[config.mk]
export PLATFORM = sky130hd
export DESIGN_NAME = cmp_expect
export DESIGN_NICKNAME = d
export VERILOG_FILES = /design/src/rtl/cmp_sweep_pkg.sv /design/src/rtl/cmp_expect.sv
export SDC_FILE = /design/constraint.sdc
export NUM_CORES = 1
export LEC_CHECK = 0
export BUFFER_PORTS_ARGS = -buffer_cell sky130_fd_sc_hd__buf_2
export CAP_MARGIN = 20
export CORE_AREA = 10 10 47 49
export DETAILED_ROUTE_END_ITERATION = 8
export DIE_AREA = 0 0 57 59
export PLACE_DENSITY = 0.31
export SLEW_MARGIN = 20
export SYNTH_ARGS = -nofsm -noshare
export SYNTH_HDL_FRONTEND = slang
export SYNTH_SLANG_ARGS = --single-unit
[constraint.sdc]
create_clock -name vclk -period 1.1
set_input_delay 0.11 -clock vclk [all_inputs]
set_output_delay 0.11 -clock vclk [all_outputs]
set_load 0.02 [all_outputs]
[src/rtl/cmp_sweep_pkg.sv]
// Shared types and the reference comparison for the comparator sweep checker.
// The stop-on-first-error behaviour (CMP_SWEEP_STOP_ON_ERR_EN) is selected in the top.
package cmp_sweep_pkg;

  localparam int unsigned DEF_WIDTH  = 4;
  localparam int unsigned DEF_SETTLE = 1;

  typedef enum logic [1:0] {
    IDLE  = 2'd0,
    WAIT  = 2'd1,
    CHECK = 2'd2,
    DONE  = 2'd3
  } state_e;

  typedef struct packed {
    logic gt;
    logic lt;
    logic eq;
  } flags_t;

  // Operands are passed zero-extended, so the comparison is unsigned.
  function automatic flags_t expect_flags(input logic [31:0] a, input logic [31:0] b);
    flags_t f;
    f.gt = (a > b);
    f.lt = (a < b);
    f.eq = (a == b);
    return f;
  endfunction

endpackage

[src/rtl/cmp_expect.sv]
// Combinational golden model: expected {gt, lt, eq} flags for the current operands.
module cmp_expect
  import cmp_sweep_pkg::*;
#(
  parameter int unsigned WIDTH = DEF_WIDTH
) (
  input  logic [WIDTH-1:0] a_i,
  input  logic [WIDTH-1:0] b_i,
  output flags_t           exp_o
);

  assign exp_o = expect_flags(32'(a_i), 32'(b_i));

endmodule

==> results.json <==
{
  "dp_slack_ns": -0.0565,
  "fmax_mhz": 927,
  "die-area_sq_um": 3360,
  "drt_iter0_markers": 0,
  "syn_to_final_growth_pct": 128,
  "syn_area_per_cell_sq_um": 8.05,
  "final.setup.worst_slack_ns": 0.0215,
  "antenna_cells": 0,
  "fin_nets": 42,
  "finalSetupViolations": 0,
  "cpPeakStageDelay_ns": 0.27,
  "finalCritPeriodShare_pct": 98.0,
  "firstDrtPassIters": 1,
  "gp_congestion": 0.630,
  "cp_max_fo": 2,
  "critPathCaptureType": "output port",
  "antenna_found_initial": 0,
  "internal-power_uw": 87.6,
  "yosysTopAreaCellShare_pct": 38.8,
  "netlist_area_sq_um": 129,
  "coreArea_sq_um": 1400,
  "vias_per_cell": 3.30,
  "ir_drop_mv": 0.163,
  "synthCells": 16,
  "ctsHoldBuffers": 0,
  "path_cells": "buf_6 -> inv_4 -> ha_4 -> nand2_2 -> o21bai_4 -> a21oi_2 -> buf_6",
  "startpoint_type": "primary input",
  "seq_cell_count": 0,
  "pwr-share-seq_pct": 0,
  "rsz0062_at_grt": "yes",
  "num-clock-buffers": 0,
  "drive_above_1_share_pct": 85.7,
  "switchingPower_uw": 64.2,
  "ys_warn_count": 0,
  "register_area_sq_um": 0,
  "die_y_um": 59,
  "rows": 14,
  "via_count": 145,
  "hold_class": "primary input to output port",
  "synthTopCellsByCount": "ha_1 (4), inv_1 (4), nand2_1 (2)",
  "worstSetupPathType": "primary input to output port",
  "cp_data_arrival_time_ns": 0.97,
  "drv_slew": 0,
  "tightest_slew_ns": 0.167,
  "grt_pass1_wl_um": 724,
  "cap_violations": 0,
  "start_util_pct": 9.20,
  "power.total_uw": 152,
  "hold_viol_final": 0,
  "ios": 11,
  "grt_usage_pct": 2.41,
  "grt_max_degree": 3,
  "wl_per_cell_um": 9.84,
  "grt_remaining_overflow": 0,
  "port_buffers": 11,
  "synth_seq_area_share_pct": 0,
  "fin_hold_ws_ns": 0.721,
  "grt_pass1_vias": 172,
  "crit_required_ns": 0.99,
  "cp_common_cell": "buf_6",
  "ant_nets": 0,
  "hpwl_um": 349,
  "drcViolationCount": 0,
  "yosysTopAreaCell": "ha_1",
  "swShare_pct": 42.3,
  "synth_fp_nets": 28,
  "synthDistinctLibCells": 9,
  "slowest_stage": "ha_4",
  "clkPwrFrac_pct": 0,
  "ys_top_cells_by_area": "ha_1 (39%), o21bai_4 (15%), inv_1 (12%)",
  "relSlewSlack_pct": 88.8,
  "leakagePower_nw": 0.136,
  "p_per_area_nw_per_um2": 516,
  "min_period_ns": 1.08,
  "pwr-share-comb_pct": 100.0,
  "wirelength_um": 433,
  "status": "finished, final reports clean",
  "die_w_um": 57
}
## cells by family after synthesis
group,Yosys count,synth area share [%]
buffers and inverters,4,11.6
adder cells (fa/ha/maj),4,38.8
AND/OR/NAND/NOR,5,24.3
AO/OA/AOI/OAI,3,25.2
## metrics by stage
stage	utilization [%]	TNS [ns]	cell area (sq um)	cells
finish	21.0	0	294	44
global route	21.0	-0.0274	294	44
CTS	20.2	0	283	44
detailed placement	15.1	-0.100	211	44
global placement	15.1	-0.0888	211	44
floorplan	-	0	129	16
## power groups by stage
| stage | combinational, mW | clock (mW) | sequential (mW) |
|---|---|---|---|
| finish | 0.152 | 0 | 0 |
| CTS | 0.146 | 0 | 0 |
| global placement | 0.101 | 0 | 0 |
| floorplan | 0.0645 | 0 | 0 |
| detailed placement | 0.101 | 0 | 0 |
| global route | 0.165 | 0 | 0 |
## path summary, 6_finish.rpt
check / end / startpoint / depth (start not counted) / slack (ns)
worst min-delay path: exp_o[2] / a_i[3] / 5 / 0.72
worst max-delay path: exp_o[2] / b_i[3] / 7 / 0.02
## worst max-delay path: cells and delay by family
family	cells	cell delay [ns]
AO/OA/AOI/OAI	2	0.31
adder cells (fa/ha/maj)	1	0.27
buffers and inverters	3	0.23
AND/OR/NAND/NOR	1	0.06
## cell type report
cell class | count | area, sq um
timing repair buffer | 12 | 96.3
tap | 16 | 20.0
inverter | 4 | 17.5
fill | 165 | 1110
multi-input combinational | 12 | 160
## what timing repair did
| action | in CTS | in global routing |
|---|---|---|
| pin swaps | 4 | 3 |
| setup endpoints to repair | 2 | 3 |
| buffers inserted | 0 | 0 |
| cloned | 0 | 0 |
| gates resized for setup | 15 | 3 |
## per-layer routing
metal | track usage [%] | wire (um) | share of wire, % | up-vias
met2 | 3.88 | 147 | 34 | 13
met1 | 2.48 | 193 | 45 | 57
met5 | 0 | 0 | 0 | -
li1 | - | - | - | 75
met3 | 2.15 | 91 | 21 | 0
met4 | 0 | 0 | 0 | 0
## placed cells by master, fill, tap and decap left out, types with 2 or more instances in the layout
cell type  count
a21oi_2        2
buf_4          2
buf_2          5
inv_2          2
buf_6          5
ha_4           3
Power figures use the tool's default switching activity.
